**src/rtl/mem_stage_pkg.sv**
```systemverilog
// Shared MEM-stage definitions: opcode encodings, FSM states, decoded access kind, helpers.
// No logic of its own; imported by mem_stage and mem_align.
// Opcode sits in IR[WIDTH-1 -: 6].
package mem_stage_pkg;

    localparam int MEM_WIDTH = 32;

    localparam logic [5:0] OP_LW = 6'h23;
    localparam logic [5:0] OP_LH = 6'h21;
    localparam logic [5:0] OP_LD = 6'h37;
    localparam logic [5:0] OP_SW = 6'h2b;
    localparam logic [5:0] OP_SH = 6'h29;
    localparam logic [5:0] OP_SD = 6'h3f;

    typedef enum logic [1:0] {
        ST_IDLE  = 2'd0,
        ST_BEAT0 = 2'd1,
        ST_BEAT1 = 2'd2
    } mem_state_t;

    typedef struct packed {
        logic is_mem;
        logic is_store;
        logic is_half;
        logic is_dbl;
    } mem_op_t;

    function automatic logic [31:0] sext16(input logic [15:0] v);
        return {{16{v[15]}}, v};
    endfunction

    // Unknown opcodes decode as non-memory and simply pass through.
    function automatic mem_op_t decode_op(input logic [5:0] op);
        mem_op_t d;
        d = '0;
        case (op)
            OP_LW: d.is_mem = 1'b1;
            OP_LH: begin d.is_mem = 1'b1; d.is_half = 1'b1; end
            OP_LD: begin d.is_mem = 1'b1; d.is_dbl = 1'b1; end
            OP_SW: begin d.is_mem = 1'b1; d.is_store = 1'b1; end
            OP_SH: begin d.is_mem = 1'b1; d.is_store = 1'b1; d.is_half = 1'b1; end
            OP_SD: begin d.is_mem = 1'b1; d.is_store = 1'b1; d.is_dbl = 1'b1; end
            default: ;
        endcase
        return d;
    endfunction

    // Halfword accesses need bit 0 clear; word and doubleword need both low bits clear.
    function automatic logic misaligned(input mem_op_t d, input logic [1:0] a);
        return d.is_half ? a[0] : (|a);
    endfunction

endpackage

```
**src/rtl/mem_align.sv**
```systemverilog
// Byte-lane steering: store byte enables / write-data replication, LH lane select and sign-extend.
// Latency: purely combinational.
// Backpressure: none; outputs follow inputs.
module mem_align
    import mem_stage_pkg::*;
#(
    parameter int WIDTH = MEM_WIDTH
) (
    input  logic             req_store,
    input  logic             req_half,
    input  logic             req_h,
    input  logic [WIDTH-1:0] req_z,
    input  logic             rsp_half,
    input  logic             rsp_h,
    input  logic [WIDTH-1:0] rsp_rdata,
    output logic [3:0]       be,
    output logic [WIDTH-1:0] wdata,
    output logic [WIDTH-1:0] load_data
);

    always_comb begin
        be    = 4'b1111;
        wdata = req_z;
        if (req_store && req_half) begin
            be    = req_h ? 4'b1100 : 4'b0011;
            wdata = {req_z[15:0], req_z[15:0]};
        end

        load_data = rsp_rdata;
        if (rsp_half) begin
            load_data = sext16(rsp_h ? rsp_rdata[31:16] : rsp_rdata[15:0]);
        end
    end

endmodule

```
**src/rtl/mem_stage.sv**
```systemverilog
// Pipeline MEM stage: executes LW/LH/LD/SW/SH/SD on a req/ack data memory, passes other ops through.
// Latency: 1 cycle for non-memory/misaligned ops; 1 + (cycles until each beat's ack) for memory ops.
// Backpressure: IsStall holds EXE while a beat is outstanding; memory stalls us by withholding mem_ack.
module mem_stage
    import mem_stage_pkg::*;
#(
    parameter int WIDTH = MEM_WIDTH
) (
    input  logic             clk,
    input  logic             rst,
    input  logic             valid_in,
    input  logic [WIDTH-1:0] IR_in,
    input  logic [WIDTH-3:0] PC_in,
    input  logic [WIDTH-1:0] Z_in,
    input  logic [WIDTH-1:0] Z_hi_in,
    input  logic [WIDTH-1:0] Addr_in,
    output logic             IsStall,
    output logic             valid_out,
    output logic [WIDTH-1:0] IR_out,
    output logic [WIDTH-3:0] PC_out,
    output logic [WIDTH-1:0] Z_out,
    output logic [WIDTH-1:0] LMD,
    output logic [WIDTH-1:0] LMD_hi,
    output logic             misalign,
    output logic             mem_req,
    output logic             mem_we,
    output logic [WIDTH-1:0] mem_addr,
    output logic [3:0]       mem_be,
    output logic [WIDTH-1:0] mem_wdata,
    input  logic [WIDTH-1:0] mem_rdata,
    input  logic             mem_ack
);

    mem_state_t       state;
    mem_op_t          op_in;
    logic             is_store_q;
    logic             is_half_q;
    logic             is_dbl_q;
    logic             addr_h_q;
    logic [WIDTH-1:0] z_hi_q;
    logic [3:0]       be_req;
    logic [WIDTH-1:0] wdata_req;
    logic [WIDTH-1:0] load_data;
    logic             beat_done;

    assign op_in     = decode_op(IR_in[WIDTH-1 -: 6]);
    assign IsStall   = (state != ST_IDLE);
    assign beat_done = mem_req && mem_ack;

    mem_align #(.WIDTH(WIDTH)) u_align (
        .req_store (op_in.is_store),
        .req_half  (op_in.is_half),
        .req_h     (Addr_in[1]),
        .req_z     (Z_in),
        .rsp_half  (is_half_q),
        .rsp_h     (addr_h_q),
        .rsp_rdata (mem_rdata),
        .be        (be_req),
        .wdata     (wdata_req),
        .load_data (load_data)
    );

    always_ff @(posedge clk) begin
        if (rst) begin
            state      <= ST_IDLE;
            valid_out  <= 1'b0;
            IR_out     <= '0;
            PC_out     <= '0;
            Z_out      <= '0;
            LMD        <= '0;
            LMD_hi     <= '0;
            misalign   <= 1'b0;
            mem_req    <= 1'b0;
            mem_we     <= 1'b0;
            mem_addr   <= '0;
            mem_be     <= '0;
            mem_wdata  <= '0;
            is_store_q <= 1'b0;
            is_half_q  <= 1'b0;
            is_dbl_q   <= 1'b0;
            addr_h_q   <= 1'b0;
            z_hi_q     <= '0;
        end else begin
            valid_out <= 1'b0;
            case (state)
                ST_IDLE: begin
                    if (valid_in) begin
                        IR_out     <= IR_in;
                        PC_out     <= PC_in;
                        Z_out      <= Z_in;
                        LMD        <= '0;
                        LMD_hi     <= '0;
                        misalign   <= 1'b0;
                        is_store_q <= op_in.is_store;
                        is_half_q  <= op_in.is_half;
                        is_dbl_q   <= op_in.is_dbl;
                        addr_h_q   <= Addr_in[1];
                        z_hi_q     <= Z_hi_in;
                        if (!op_in.is_mem) begin
                            valid_out <= 1'b1;
                        end else if (misaligned(op_in, Addr_in[1:0])) begin
                            valid_out <= 1'b1;
                            misalign  <= 1'b1;
                        end else begin
                            state     <= ST_BEAT0;
                            mem_req   <= 1'b1;
                            mem_we    <= op_in.is_store;
                            mem_addr  <= {Addr_in[WIDTH-1:2], 2'b00};
                            mem_be    <= be_req;
                            mem_wdata <= op_in.is_store ? wdata_req : '0;
                        end
                    end
                end
                ST_BEAT0: begin
                    if (beat_done) begin
                        if (is_dbl_q) begin
                            state    <= ST_BEAT1;
                            mem_addr <= mem_addr + WIDTH'(4);
                            if (is_store_q) mem_wdata <= z_hi_q;
                            else            LMD       <= mem_rdata;
                        end else begin
                            state     <= ST_IDLE;
                            mem_req   <= 1'b0;
                            valid_out <= 1'b1;
                            if (!is_store_q) LMD <= load_data;
                        end
                    end
                end
                ST_BEAT1: begin
                    if (beat_done) begin
                        state     <= ST_IDLE;
                        mem_req   <= 1'b0;
                        valid_out <= 1'b1;
                        if (!is_store_q) LMD_hi <= mem_rdata;
                    end
                end
                default: state <= ST_IDLE;
            endcase
        end
    end

endmodule
```
**config.mk**
```make
export PLATFORM = sky130hd
export DESIGN_NAME = mem_stage
export DESIGN_NICKNAME = d
export VERILOG_FILES = /design/src/rtl/mem_stage_pkg.sv /design/src/rtl/mem_align.sv /design/src/rtl/mem_stage.sv
export SDC_FILE = /design/constraint.sdc
export NUM_CORES = 1
export LEC_CHECK = 0
export CAP_MARGIN = 10
export CELL_PAD_IN_SITES_DETAIL_PLACEMENT = 2
export CELL_PAD_IN_SITES_GLOBAL_PLACEMENT = 2
export CORE_ASPECT_RATIO = 0.5
export CORE_UTILIZATION = 27
export DETAILED_ROUTE_END_ITERATION = 8
export PLACE_DENSITY = 0.92
export SLEW_MARGIN = 15
export SYNTH_ARGS = -nofsm -noshare
export SYNTH_HDL_FRONTEND = slang
export SYNTH_HIERARCHICAL = 1
export SYNTH_SLANG_ARGS = --single-unit
```
**constraint.sdc**
```tcl
create_clock -name clk -period 5.69 [get_ports clk]
set_input_delay 1.138 -clock clk [delete_from_list [all_inputs] [get_ports clk]]
set_output_delay 1.138 -clock clk [all_outputs]
set_load 0.005 [all_outputs]
```
==> reports/summary.txt, run 1 <==
dominant cells by area after synthesis: dfxtp_1, nand2_1, a21oi_1, a22oi_1, clkbuf_1
Synth area leader: dfxtp_1
Final min period: 3.66 ns
worst reg2reg endpoint: mem_addr[27]
vias in the first global route: 14,725
Crit-path slowest cell: o21ai_4
# clock sinks: 266
CP peak stage delay: 0.57 ns
final WL: 67,500 um
Post-Syn Area per Cell: 8.20 um2
global-route wire length before repair: 97,900 um
post-DR vias/cell: 5.63
asr flop ratio synth: 0%
Initial Util: 27.8%
P per Cell Area: 273 nW/um2
Worst Setup EP: mem_wdata[23]
Worst Path Required: 6.14 ns
nets: 1,956
sequential-to-total area share from yosys stat: 45.1%
total CTS buffers: 28
H-tree depth: 1
R2R Setup Slk: 2.04 ns
Peak supply drop: 0.000220 V
total global-route track usage: 28.7%
die height: 150 um
RSZ-0062 raised after global routing: false
Yosys cell types: 65
synthesized area: 11,800 um2
final instance area: 17,400 um2
pre-CTS WS: 1.82 ns
share of layout cells above drive strength 1: 7.59%
Worst-Margin Slew: 1.05 ns
Layout area overhead: 47.2%
status: complete, no violations
Placed Instance Area: 16,300 um2
PortBufs: 422
antenna violations before repair: 15
grt ovf: 0
Post-Synthesis Cells: 1,439
Startpoint Class: input pin
critical setup path kind: input pin to register
CTS clock-pin slew for the worst setup and hold paths: 0.07 ns
clk buf depth: 3
Post-synth EDFFs: 0
worst skew pair latency: 0.59 ns
Worst Reg-to-Reg Cells: 9
Hold Fails Final Rpt: 0
HPWL Detailed: 40,400 um
worst-path cell chain: clkdlybuf4s50_1, nor4_1, a21oi_1, o21ai_4, buf_4, a31oi_1, a211oi_1
Hold-fix buffers, CTS: 0
post-synth top area share: 45.1%
Post-Route Utilization: 40.9%
# fillers: 4,574
relative slew slack: 29.7%
Synth Register Bits: 266
total negative slack: 0 ns
period utilisation layout: 64.3%
die width: 298 um
DRC: 0
worst hold path type: register to register
post-CTS setup buffers: 0
total of max-cap violations: 0
crit path launch: IR_in[27]
Vias: 13,343
Initial DRC Count: 951
CTS tree: yes
Max Clock Skew: 0.0181 ns
Final WS setup: 2.03 ns
largest net degree at the start of global routing: 181
CP arrival: 4.11 ns
final hold slack: 0.456 ns
post_cts resized: 0
Post-synth top flop: dfxtp_1
Detail Route Antenna Nets: 0
drt first pass iters: 5
area of the die: 44,600 um2
GP Congestion: 0.841
Slew Viols, Final: 0
Root Driver: clkbuf_16
Final Setup Violations: 0
Max Fclk: 273 MHz
Leakage: 5.88 nW
core area: 42,500 um2
Site Rows: 53
CP endpoint kind: register
CP Max Fanout: 38
Synth Warn #: 6
Reg2Reg Launch Point: state[1]
DR WL/cell: 28.5 um
I/O pin total: 425
==> cell type report <==
cell class,count,area [um2],share of cell area [%]
antenna,14,35.0,0.202
clock buffer,37,826,4.75
clock inverter,15,233,1.34
inverter,13,48.8,0.281
multi-input combinational,1009,5820,33.5
sequential,266,5330,30.6
tap,577,722,4.16
timing repair buffer,439,4370,25.1
==> Yosys cell counts (3+ instances only) <==
| cell | n |
|---|---|
| nand2_1 | 325 |
| dfxtp_1 | 266 |
| a21oi_1 | 197 |
| clkbuf_1 | 110 |
| nor2_1 | 65 |
| a22oi_1 | 64 |
| a211oi_1 | 49 |
| nand3_1 | 48 |
| a31oi_1 | 46 |
| mux2_2 | 32 |
| mux2_1 | 23 |
| buf_4 | 20 |
| buf_2 | 16 |
| o21ai_0 | 13 |
| inv_1 | 12 |
| mux2_4 | 10 |
| mux2i_1 | 10 |
| nand4_1 | 10 |
| nor3_1 | 9 |
| o31ai_1 | 9 |
| o32ai_1 | 9 |
| and3_1 | 7 |
| nor4_1 | 6 |
| o22ai_1 | 6 |
| ha_1 | 5 |
| and2_1 | 4 |
| and4_1 | 4 |
| buf_1 | 4 |
| o31a_1 | 4 |
| a311oi_1 | 3 |
| nor3_2 | 3 |
| or3_1 | 3 |
==> layer usage <==
layer	wire (um)	share of wire (%)	GRT usage [%]	up-vias
li1	-	-	-	5720
met1	24500	36	30.2	6786
met2	35200	52	52.9	562
met3	2840	4.2	4.15	275
met4	4940	7.3	20.9	0
met5	0	0	0	-
==> worst min-delay path by stage <==
stage                    start         end  slack [ns]  cells after the start
finish                 LMD[28]     LMD[28]        0.46                      2
global route           LMD[27]     LMD[27]        0.48                      2
CTS                 PC_out[26]  PC_out[26]        0.46                      2
detailed placement    Z_out[3]    Z_out[3]        0.45                      2
global placement       LMD[31]     LMD[31]        0.44                      2
floorplan            z_hi_q[0]   z_hi_q[0]        0.44                      2
==> cells by family (layout without fill, tap and decap cells) <==
| group | count (synthesis) | in the layout | share of synthesized area [%] |
|---|---|---|---|
| multiplexers | 76 | 76 | 7.49 |
| adder cells (fa/ha/maj) | 5 | 5 | 0.530 |
| buffers and inverters | 165 | 504 | 6.13 |
| flip-flops | 266 | 266 | 45.1 |
| other | 1 | 16 | 0.0318 |
| AO/OA/AOI/OAI | 422 | 422 | 22.3 |
| AND/OR/NAND/NOR | 504 | 504 | 18.4 |
==> worst max-delay path: cells and delay by family <==
family | cells | cell delay [ns]
simple gates | 1 | 0.43
buf+inv | 2 | 1.04
compound gates | 4 | 1.47
==> placed cells by master (no fill, tap or decap), drive strengths merged, types with 4 or more instances in the layout <==
| master | synthesis | routed |
|---|---|---|
| and2 | 4 | 4 |
| mux2 | 65 | 65 |
| nand4 | 11 | 11 |
| or2 | 5 | 5 |
| mux2i | 11 | 11 |
| and4 | 4 | 4 |
| nand3 | 48 | 48 |
| buf | 41 | 17 |
| dfxtp | 266 | 266 |
| nor2 | 65 | 65 |
| a31oi | 46 | 46 |
| ha | 5 | 5 |
| bufinv | 0 | 6 |
| inv | 12 | 12 |
| nor4 | 8 | 8 |
| o31a | 4 | 4 |
| clkbuf | 111 | 38 |
| o21ai | 16 | 16 |
| nor3 | 12 | 12 |
| nand2 | 327 | 327 |
| clkinv | 1 | 7 |
| clkdlybuf4s50 | 0 | 421 |
| o32ai | 11 | 11 |
| o31ai | 9 | 9 |
| a21oi | 197 | 197 |
| a211oi | 49 | 49 |
| and3 | 7 | 7 |
| a22oi | 64 | 64 |
| o22ai | 6 | 6 |
| diode | 0 | 14 |
==> state kept, by name (all words and copies together) (netlist names), 2 cells and up <==
| register | count |
|---|---|
| mem_wdata | 32 |
| state | 2 |
| mem_be | 4 |
| Z_out | 32 |
| IR_out | 32 |
| LMD | 32 |
| mem_addr | 30 |
| LMD_hi | 32 |
| PC_out | 30 |
| z_hi_q | 32 |
==> where the power goes <==
| part | internal [mW] | switching [mW] | total (mW) |
|---|---|---|---|
| Combinational | 0.269 | 0.297 | 0.566 |
| Clock | 1.29 | 0.920 | 2.21 |
| Sequential | 1.92 | 0.0450 | 1.96 |
==> through the flow <==
stage	instances	total power, mW
detailed placement	2304	2.54
CTS	2356	4.75
finish	2370	4.74
floorplan	1440	2.20
global route	2370	4.86
global placement	2304	2.51
(Power assumes the default switching activity.)
==> run 2: changes to the inputs <==
--- a/config.mk
+++ b/config.mk
@@ -9,9 +9,9 @@
 export CELL_PAD_IN_SITES_DETAIL_PLACEMENT = 2
 export CELL_PAD_IN_SITES_GLOBAL_PLACEMENT = 2
 export CORE_ASPECT_RATIO = 0.5
-export CORE_UTILIZATION = 27
+export CORE_UTILIZATION = 25
 export DETAILED_ROUTE_END_ITERATION = 8
-export PLACE_DENSITY = 0.92
+export PLACE_DENSITY = 0.86
 export SLEW_MARGIN = 15
 export SYNTH_ARGS = -nofsm -noshare
 export SYNTH_HDL_FRONTEND = slang
==> constraint.sdc (replaced) <==
create_clock -name clk -period 3.6 [get_ports clk]
set_input_delay 0.72 -clock clk [delete_from_list [all_inputs] [get_ports clk]]
set_output_delay 0.72 -clock clk [all_outputs]
set_load 0.005 [all_outputs]
==> run 2 against run 1 <==
Compared with the run above: final cell count increased by 2.2%; sequential share of layout area barely moved; wire length shrank 15%; non-clock buffer count up 10; combinational power rose by 54%; die area rose by 7.9%; power increased by 46%; global-route usage shrank 5.8 points; clock power up 35%; final area increased by 0.15%; register-to-register slack worse by 1.2 ns; worst setup slack lost 1.4 ns; critical path type is now register to primary output; highest routed layer unchanged.
==> reports/summary.txt, run 2 (synthesis gave the netlist of run 1 again) <==
commonest non-fill, non-tap cell in the layout: clkdlybuf4s50_1
nets: 1,966 (+0.51%)
# fillers: 5,066 (+11%)
area of the die: 48,100 um2 (+7.9%)
Power Total: 6.95 mW (+46%)
PortBufs: 422 (unchanged)
most frequent cells in the layout: clkdlybuf4s50_1, nand2_1, dfxtp_1
total of max-cap violations: 0 (unchanged)
I/O pin total: 425 (unchanged)
met2 Use GR: 43.0% (-9.8 points)
Worst Path Required: 2.88 ns (-3.26 ns)
largest net degree at the start of global routing: 133 (-27%)
die width: 309 um (+3.9%)
Site Rows: 55 (+3.8%)
vias in the first global route: 13,555 (-7.9%)
total negative slack: 0 ns (unchanged)
DRC: 0 (unchanged)
Finished Layout Cells: 2,423 (+2.2%)
grt ovf: 0 (unchanged)
Slew Viols, Final: 0 (unchanged)
CTS clock-pin slew for the worst setup and hold paths: 0.07 ns (about the same)
Initial Util: 25.7% (-2.1 points)
Max Clock Skew: 0.0123 ns (-0.00582 ns)
Hold Fails Final Rpt: 0 (unchanged)
CP arrival: 2.26 ns (-1.85 ns)
GP Congestion: 0.795 (-5.4%)
final hold slack: 0.456 ns (-0.000581 ns)
Cells after DPL: 2,364 (+2.6%)
drt first pass iters: 5 (unchanged)
worst skew pair latency: 0.57 ns (-0.02 ns)
gr busiest metal: met2
met3 Usage GRT: 2.39% (-1.8 points)
Final min period: 2.98 ns
Final Setup Violations: 0 (unchanged)
final WL: 57,400 um (-15%)
total global-route track usage: 22.8% (-5.8 points)
CP Max Fanout: 8 (-79%)
routing usage on met1: 25.5% (-4.8 points)
core area: 45,900 um2 (+8.0%)
Peak supply drop: 0.000400 V (+82%)
HPWL Detailed: 39,200 um (-3.1%)
Root Driver: clkbuf_16
total CTS buffers: 28 (unchanged)
worst hold path type: register to register
Layout area overhead: 47.4%
RSZ-0062 raised after global routing: false
Initial DRC Count: 629 (-34%)
Startpoint Class: register
share of layout cells above drive strength 1: 7.61% (+0.022 points)
Leakage: 5.87 nW (about the same)
status: complete, no violations
period utilisation layout: 82.6%
CTS tree: yes
post-DR vias/cell: 5.17 (-8.1%)
CP endpoint kind: primary output
Max Fclk: 336 MHz
post-CTS setup buffers: 0 (unchanged)
critical setup path kind: register to primary output
post_cts resized: 0 (unchanged)
antenna violations before repair: 10 (-5)
Hold-fix buffers, CTS: 0 (unchanged)
DR WL/cell: 23.7 um (-17%)
H-tree depth: 1 (unchanged)
Detail Route Antenna Nets: 0 (unchanged)
Worst-Margin Slew: 0.948 ns (-0.103 ns)
die height: 156 um (+3.9%)
relative slew slack: 35.5% (+5.8 points)
P per Cell Area: 399 nW/um2 (+46%)
Vias: 12,535 (-6.1%)
clk buf depth: 3 (unchanged)
global-route wire length before repair: 85,400 um (-13%)
# clock sinks: 266 (unchanged)
==> run 2: cell types whose count changed in the layout (fill, tap and decap cells not counted), sizes merged <==
cell / before / now
buf: 17 / 27
bufinv: 6 / 1
clkbuf: 38 / 44
clkinv: 7 / 6
clkinvlp: 3 / 1
diode: 14 / 9
==> run 2: per-stage QoR <==
stage | utilization [%] | worst slack, ns | instance area, um2
floorplan | - | 1.27 | 11800
global placement | 35.9 | 0.501 | 16500
detailed placement | 35.9 | 0.356 | 16500
CTS | 37.9 | 0.608 | 17400
global route | 37.9 | 0.567 | 17400
finish | 37.9 | 0.625 | 17400
==> run 2: critical path: stages, from the launching register on <==
cell             delay (ns)
dfxtp_1                0.45
inv_1                  0.11
ha_1                   0.38
inv_1                  0.16
clkdlybuf4s50_1        0.59
==> run 2: area by class of cell <==
class	count	area (um2)	area share, %
tap	627	785	4.51
clock inverter	7	66.3	0.381
clock buffer	43	838	4.82
multi-input combinational	1009	5810	33.4
timing repair buffer	449	4510	25.9
antenna	9	22.5	0.129
sequential	266	5330	30.6
inverter	13	48.8	0.280
==> run 2: power breakdown <==
part / internal, mW / switching [mW] / leakage, nW
registers: 3.04 / 0.0598 / 2.17
logic: 0.437 / 0.433 / 3.26
clock network: 1.67 / 1.31 / 0.444
==> run 2: metal layers <==
| metal | part of all wire, % | vias up | routed length [um] |
|---|---|---|---|
| met1 | 39 | 6414 | 22300 |
| met2 | 54 | 257 | 30800 |
| li1 | - | 5734 | - |
| met3 | 2.5 | 130 | 1440 |
| met5 | 0 | - | 0 |
| met4 | 4.9 | 0 | 2790 |
==> run 2: path summary, 6_finish.rpt <==
path / startpoint / endpoint / slack, ns / depth (start not counted)
max: state[0] / IsStall / 0.62 / 4
max reg2reg: state[0] / mem_wdata[14] / 0.84 / 8
min reg2reg: PC_out[10] / PC_out[10] / 0.46 / 2
min: PC_out[10] / PC_out[10] / 0.46 / 2
